### src/rtl/product_accumulator.sv
// Sums COUNT unsigned 8-bit products, then holds the result until it is taken downstream.
// Define PRODUCT_ACC_SAT_EN for saturating accumulation with a sticky OVF; otherwise ACC wraps and OVF is 0.
module product_accumulator #(
    parameter int COUNT = 4,
    parameter int ACC_W = 10
) (
    input  logic             i_clk,
    input  logic             i_rst_n,
    input  logic             i_clr,
    input  logic             i_in_valid,
    output logic             o_in_ready,
    input  logic [7:0]       i_p,
    output logic             o_out_valid,
    input  logic             i_out_ready,
    output logic [ACC_W-1:0] o_acc,
    output logic             o_ovf
);

    typedef enum logic {
        ST_ACCUM = 1'b0,
        ST_HOLD  = 1'b1
    } state_t;

    localparam logic [3:0] LP_CNT_LAST = 4'(COUNT);

    state_t           r_state, w_state_nxt;
    logic [ACC_W-1:0] r_acc, w_acc_nxt, w_acc_add;
    logic             r_ovf, w_ovf_nxt, w_ovf_add;
    logic [3:0]       r_cnt, w_cnt_nxt, w_cnt_inc;
    logic             w_in_hs, w_out_hs;

`ifdef PRODUCT_ACC_SAT_EN
    logic [ACC_W:0] w_sum;
    assign w_sum = {1'b0, r_acc} + (ACC_W+1)'(i_p);

    // Carry out of the ACC_W-bit sum clamps to all-ones; OVF stays set once raised.
    always_comb begin
        w_acc_add = w_sum[ACC_W-1:0];
        w_ovf_add = r_ovf;
        if (w_sum[ACC_W]) begin
            w_acc_add = '1;
            w_ovf_add = 1'b1;
        end
    end
`else
    assign w_acc_add = r_acc + ACC_W'(i_p);
    assign w_ovf_add = 1'b0;
`endif

    // Handshake flags come straight from the state register, never from the peer's valid/ready.
    assign o_in_ready  = (r_state == ST_ACCUM);
    assign o_out_valid = (r_state == ST_HOLD);
    assign o_acc       = r_acc;
    assign o_ovf       = r_ovf;

    assign w_in_hs   = i_in_valid & o_in_ready;
    assign w_out_hs  = o_out_valid & i_out_ready;
    assign w_cnt_inc = r_cnt + 4'd1;

    always_comb begin
        w_state_nxt = r_state;
        w_acc_nxt   = r_acc;
        w_ovf_nxt   = r_ovf;
        w_cnt_nxt   = r_cnt;
        if (i_clr) begin
            w_state_nxt = ST_ACCUM;
            w_acc_nxt   = '0;
            w_ovf_nxt   = 1'b0;
            w_cnt_nxt   = '0;
        end else begin
            case (r_state)
                ST_ACCUM: begin
                    if (w_in_hs) begin
                        w_acc_nxt = w_acc_add;
                        w_ovf_nxt = w_ovf_add;
                        w_cnt_nxt = w_cnt_inc;
                        if (w_cnt_inc == LP_CNT_LAST) w_state_nxt = ST_HOLD;
                    end
                end
                ST_HOLD: begin
                    if (w_out_hs) begin
                        w_state_nxt = ST_ACCUM;
                        w_acc_nxt   = '0;
                        w_ovf_nxt   = 1'b0;
                        w_cnt_nxt   = '0;
                    end
                end
                default: w_state_nxt = ST_ACCUM;
            endcase
        end
    end

    always_ff @(posedge i_clk or negedge i_rst_n) begin
        if (!i_rst_n) begin
            r_state <= ST_ACCUM;
            r_acc   <= '0;
            r_ovf   <= 1'b0;
            r_cnt   <= '0;
        end else begin
            r_state <= w_state_nxt;
            r_acc   <= w_acc_nxt;
            r_ovf   <= w_ovf_nxt;
            r_cnt   <= w_cnt_nxt;
        end
    end

endmodule

### config.mk
export PLATFORM = sky130hd
export DESIGN_NAME = product_accumulator
export DESIGN_NICKNAME = d
export VERILOG_FILES = /design/src/rtl/product_accumulator.sv
export SDC_FILE = /design/constraint.sdc
export NUM_CORES = 1
export LEC_CHECK = 0
export CORE_ASPECT_RATIO = 1.1
export CORE_MARGIN = 5
export CORE_UTILIZATION = 50
export DETAILED_ROUTE_END_ITERATION = 8
export GPL_TIMING_DRIVEN = 1
export PLACE_DENSITY_LB_ADDON = 0.2
export SETUP_SLACK_MARGIN = 0.02
export SKIP_CTS_REPAIR_TIMING = 1
export SLEW_MARGIN = 10
export SYNTH_ARGS = -nofsm -noshare
export SYNTH_HDL_FRONTEND = slang
export SYNTH_SLANG_ARGS = --single-unit
### constraint.sdc
create_clock -name i_clk -period 4.9 [get_ports i_clk]
set_clock_uncertainty 0.1 [all_clocks]
set_input_delay 0.98 -clock i_clk [delete_from_list [all_inputs] [get_ports i_clk]]
set_output_delay 0.98 -clock i_clk [all_outputs]
set_load 0.01 [all_outputs]
==> run_results.csv, run 1 <==
group,metric,value,unit
critical_path,endpoint_kind,"flop",
synth,avgSynthCellArea,9.40,um^2
synth,async_flop_share,100,%
timing,min_period,2.93,ns
timing,fin_setup_tns,0,ns
place,port-buffer-count,24,
floorplan,core,1820,um^2
synth,yosys_warnings,0,
timing,fin_crit_sh,59.8,%
critical_path,slowest_delay,0.46,ns
place,place.gp.congestion,0.840,
critical_path,cp_data_required_time,5.01,ns
global_route,grt_util_all_layers,16.4,%
floorplan,die_h,56.4,um
timing,worst_slew_pin_slew,0.981,ns
run,max_cap_violations,0,
synth,ys.flop_type,"dfrtp_1",
critical_path,cp_slowest_cell,"clkdlybuf4s50_1",
global_route,grt_pass1_wl,3.72,mm
timing,fmax,341,MHz
global_route,grt-ovfl-total,0,
route,top_layer_used,"met4",
route,drc_errors,0,
synth,synth_area_leader_cell,"dfrtp_1",
clock_network,path_clk_slew,0.10,ns
timing,finalSetupViolCount,0,
critical_path,path_max_fanout,3,
outcome,status,"complete, no violations",
route,wl,2.16,mm
critical_path,critPathArrivalTime,3.04,ns
route,dr_wl_met3,92,um
route,wl_per_cell,13.8,um
place,place_hpwl,1.67,mm
timing,rsz0062_at_grt,"no",
layout,fillers,157,
global_route,antenna_found_initial,0,
power,powerDensity,270,nW/um^2
timing,maxSlewViolCount,0,
layout,syn_to_final_growth,29.6,%
timing,max_slew_margin,34.6,%
layout,fin_cells,157,
clock_network,htree_levels,1,
synth,synth_top_area_share,38.4,%
power,p_leak,0.564,nW
synth,synth_area,977,um^2
power,p_int,229,uW
clock_network,cts-root-buf,"clkbuf_4",
route,dr.pass1.iters,4,
route,ant_nets,0,
clock_network,cts_made_buffers,3,
floorplan,io_pins,26,
synth,yosysSeqAreaShare,38.4,%
clock_network,clockBufferDepth,2,
synth,netlist_instances,104,
route,vias,861,
power,clkPwrFrac,21.6,%
power,max-vdd-ir-drop,199,uV
clock_network,clock_sinks,15,
synth,synth_edf_count,0,
floorplan,die_area,2940,um^2
route,vias_per_cell,5.48,
critical_path,worstSetupStartpointType,"primary input",
global_route,grt_max_degree,16,
critical_path,path_class,"primary input to flop",
power,p_comb_share,36.0,%
floorplan,start_util,53.6,%
clock_network,cts_tree,"done",
synth,synthDistinctLibCells,32,
floorplan,die_x,52.2,um
timing,hold_viol_final,0,
layout,drive_gt1_share,6.15,%
route,drt-initial-drc-count,18,
place,dp_cells,153,
layout,final_area,1270,um^2
synth,yosys-top-cells-count,"dfrtp_1 (15), nand2_1 (11), o21ai_0 (11)",
layout,ff_latch_area,375,um^2
route,wl_met2,1.07,mm
synth,syn-num-nets,127,
power,netSwitchingPower,113,uW
synth,synth_seq_cells,15,
hold_path,min_path_type,"flop to flop",
clock_network,insertion_delay,0.29,ns
place,place_area,1240,um^2
synth,yosysMostFrequentCell,"dfrtp_1",
critical_path,crit_chain,"clkdlybuf4s50_1, ha_1, inv_1, fa_1, nand2b_1, a21oi_1, o21ai_0, or2_2, mux2i_1",
power,swShare,33.1,%
floorplan,rows,16,
route,wl_met1,966,um
synth,synth_area_leaders,"dfrtp_1 (38%), ha_1 (12%), o21ai_0 (5.6%)",
layout,antennaDiodeCount,0,
global_route,grt_pass1_vias,869,
layout,multiInputGateArea,567,um^2
layout,fin_nets,154,
power,p_seq_share,42.5,%
-- kinds of logic after synthesis --
group / Yosys count / share of synthesized area (%)
xor+xnor: 6 / 5.38
buf+inv: 8 / 3.58
simple gates: 29 / 14.9
other cells: 1 / 0.384
flops: 15 / 38.4
fa+ha+maj: 10 / 13.6
mux: 2 / 2.05
compound gates: 33 / 21.8
-- power groups by stage --
| stage | Clock [mW] | Sequential (mW) | Combinational [mW] |
|---|---|---|---|
| after floorplan | 0 | 0.151 | 0.0703 |
| after global placement | 0 | 0.147 | 0.120 |
| after detailed placement | 0 | 0.148 | 0.122 |
| after CTS | 0.0753 | 0.145 | 0.123 |
| after global routing | 0.0840 | 0.148 | 0.136 |
| final | 0.0738 | 0.145 | 0.123 |
-- sequential cells by signal, summed over array words and instances (netlist names) --
| name | flops |
|---|---|
| o_out_valid | 1 |
| r_cnt | 4 |
| o_acc | 10 |
-- placed cells by master (no fill, tap or decap), types with 2 or more instances in the layout --
master / Yosys / routed
clkdlybuf4s50_1: 0 / 24
dfrtp_1: 15 / 15
nand2_1: 11 / 11
o21ai_0: 11 / 11
ha_1: 9 / 9
a21oi_1: 8 / 8
inv_1: 6 / 6
nand2b_1: 5 / 5
xor2_1: 4 / 4
nor2_1: 3 / 3
a21o_1: 3 / 3
clkbuf_4: 0 / 3
or2_2: 2 / 2
a22o_1: 2 / 2
mux2i_1: 2 / 2
a21oi_2: 2 / 2
nand4_1: 2 / 2
xnor2_1: 2 / 2
nand3_1: 2 / 2
-- cell type report --
| type | count | area share (%) |
|---|---|---|
| clock buffers | 3 | 1.78 |
| clock inverters | 1 | 0.395 |
| inverters | 6 | 1.78 |
| multi-input cells | 81 | 44.8 |
| flip-flops and latches | 15 | 29.6 |
| well taps | 27 | 2.67 |
| repair buffers | 24 | 19.0 |
-- critical path: cells and delay by family --
kind	cells	cell delay, ns
AO/OA/AOI/OAI	2	0.38
adder cells (fa/ha/maj)	2	0.53
buffers and inverters	2	0.51
multiplexers	1	0.13
AND/OR/NAND/NOR	2	0.50
-- path summary, 6_finish.rpt --
| kind | to | slack, ns | start | cells after the start |
|---|---|---|---|---|
| max in group asynchronous | r_cnt[2] | 3.26 | i_rst_n | 1 |
| min | o_acc[9] | 0.39 | o_acc[9] | 1 |
| min reg2reg | o_acc[9] | 0.39 | o_acc[9] | 1 |
| max | o_acc[8] | 1.97 | i_p[0] | 9 |
| min in group asynchronous | o_acc[4] | 1.00 | i_rst_n | 1 |
| max reg2reg | o_acc[8] | 2.73 | o_acc[0] | 8 |
-- routing by layer --
layer  up-vias  GRT usage (%)
met5         -              0
met4         0           6.57
met3         4           3.44
met2        22           25.9
met1       408           21.7
li1        427              -
-- per-stage QoR --
stage / worst slack, ns / power [mW] / hold WS, ns / utilization [%]
after CTS: 1.99 / 0.344 / 0.396 / 69.5
final: 1.97 / 0.342 / 0.391 / 69.5
after global placement: 1.73 / 0.267 / 0.376 / 68.0
after detailed placement: 1.69 / 0.270 / 0.382 / 68.0
after global routing: 1.81 / 0.368 / 0.410 / 69.5
after floorplan: 2.36 / 0.222 / 0.384 / -
Note: power is estimated with default switching activity, not from simulation.
==> run 2, diff against run 1 <==
CORE_UTILIZATION = 43   (was 50)
clock period = 2.43 ns   (was 4.9 ns; I/O delays follow)
==> run 2 against run 1 <==
Effect of this change: combinational power increased by 120%; global-route usage decreased by 1.4 points; critical path depth unchanged; core utilization decreased by 8.7 points; non-clock buffer count increased by 9; largest cell class unchanged; final area increased by 5.9%; sequential power increased by 100%.
==> run_results.csv, run 2 (synthesis gave the netlist of run 1 again) <==
group,metric,value,unit
critical_path,path_max_fanout,2,
outcome,status,"complete, no violations",
timing,rsz0062_at_grt,"no",
layout,largest_reg_flops,10,
clock_network,cts_tree,"done",
critical_path,rr_worst_depth,8,
place,place_hpwl,1.84,mm
route,vias_per_cell,5.34,
critical_path,cp_data_required_time,2.55,ns
floorplan,rows,18,
power,powerDensity,532,nW/um^2
layout,mostFrequentLayoutCell,"clkdlybuf4s50_1",
floorplan,io_pins,26,
global_route,grt_pass1_wl,3.93,mm
global_route,grt_util_all_layers,15.0,%
layout,antennaDiodeCount,0,
hold_path,min_path_type,"flop to flop",
layout,fin_nets,163,
clock_network,clock_sinks,15,
critical_path,reg2reg_slack,0.37,ns
route,wl_per_cell,13.6,um
place,place.gp.congestion,0.802,
global_route,antenna_found_initial,0,
critical_path,critPathArrivalTime,2.45,ns
route,dr.pass1.iters,4,
critical_path,path_class,"primary input to flop",
layout,drive_gt1_share,12.9,%
clock_network,cts-root-buf,"clkbuf_4",
place,dp_slack,-0.223,ns
critical_path,slowest_delay,0.47,ns
global_route,grt-ovfl-total,0,
hold_path,min_delay_path_depth,1,
run,max_cap_violations,0,
timing,postLayoutSetupSlackWorst,0.105,ns
timing,finalSetupViolCount,0,
floorplan,start_util,44.3,%
hold_path,min_to,"o_acc[9]",
floorplan,die_x,55.5,um
layout,final_cell_mix,"clkdlybuf4s50_1 (24), dfrtp_1 (15), nand2_1 (11), o21ai_0 (11)",
timing,fin_hold_ws,0.380,ns
critical_path,worstSetupStartpointType,"primary input",
layout,syn_to_final_growth,37.3,%
global_route,grt_pass1_vias,908,
clock_network,htree_levels,1,
critical_path,r2r-start,"o_acc[0]",
timing,maxSlewViolCount,0,
route,vias,903,
timing,fmax,430,MHz
power,p_leak,0.607,nW
timing,max_slew_margin,54.5,%
floorplan,core,2210,um^2
global_route,grt_max_degree,16,
floorplan,die_area,3330,um^2
route,ant_nets,0,
route,drc_errors,0,
timing,worst_slew_pin_slew,0.680,ns
clock_network,insertion_delay,0.29,ns
timing,fin_crit_sh,95.7,%
critical_path,endpoint_kind,"flop",
critical_path,cp_slowest_cell,"clkdlybuf4s50_1",
timing,fin_setup_tns,0,ns
place,port-buffer-count,24,
floorplan,die_h,60.0,um
clock_network,path_clk_slew,0.10,ns
hold_path,hold_start,"o_acc[9]",
critical_path,r2r-end,"o_acc[8]",
route,wl,2.31,mm
clock_network,cts_made_buffers,3,
critical_path,crit_chain,"clkdlybuf4s50_1, ha_1, inv_1, fa_1, nand2b_1, a21oi_2, o21ai_0, or2_2, mux2i_1",
timing,hold_viol_final,0,
timing,min_period,2.32,ns
clock_network,clockBufferDepth,2,
power,max-vdd-ir-drop,334,uV
route,drt-initial-drc-count,4,
==> run 2: worst max-delay path by stage <==
stage               cells past startpoint  endpoint   start
floorplan                               6  o_acc[7]  i_p[3]
finish                                  9  o_acc[8]  i_p[0]
global placement                        9  o_acc[8]  i_p[0]
global route                           10  o_acc[6]  i_p[0]
CTS                                     9  o_acc[8]  i_p[0]
detailed placement                      9  o_acc[8]  i_p[0]
==> run 2: per-layer routing <==
metal	global-route usage (%)	routed length (um)	vias to the layer above
met4	6.25	38	0
met5	0	0	-
met1	17.3	990	438
li1	-	-	444
met2	27.0	1190	17
met3	3.67	87	4
==> run 2: critical path, delay by kind of cell <==
| family | cells | cell delay [ns] |
|---|---|---|
| buf+inv | 2 | 0.53 |
| compound gates | 2 | 0.28 |
| simple gates | 2 | 0.48 |
| fa+ha+maj | 2 | 0.57 |
| mux | 1 | 0.12 |
==> run 2: power by group <==
group | internal, mW | switching [mW] | total (mW)
Combinational | 0.146 | 0.125 | 0.271
Sequential | 0.273 | 0.0203 | 0.293
Clock | 0.0612 | 0.0884 | 0.150
Total | 0.480 | 0.234 | 0.714
==> run 2: layout make-up <==
cell class                 count  area (um^2)
clock buffer                   3         22.5
clock inverter                 1         5.00
fill                         213          866
inverter                       6         22.5
multi-input combinational     81          571
sequential                    15          375
tap                           30         37.5
timing repair buffer          33          308
==> run 2: stage by stage <==
stage	cells	total power [mW]	util [%]	area, um^2
global placement	165	0.561	59.4	1310
CTS	169	0.719	60.6	1340
floorplan	104	0.447	-	977
finish	169	0.714	60.8	1340
global route	169	0.765	60.8	1340
detailed placement	165	0.569	59.4	1310
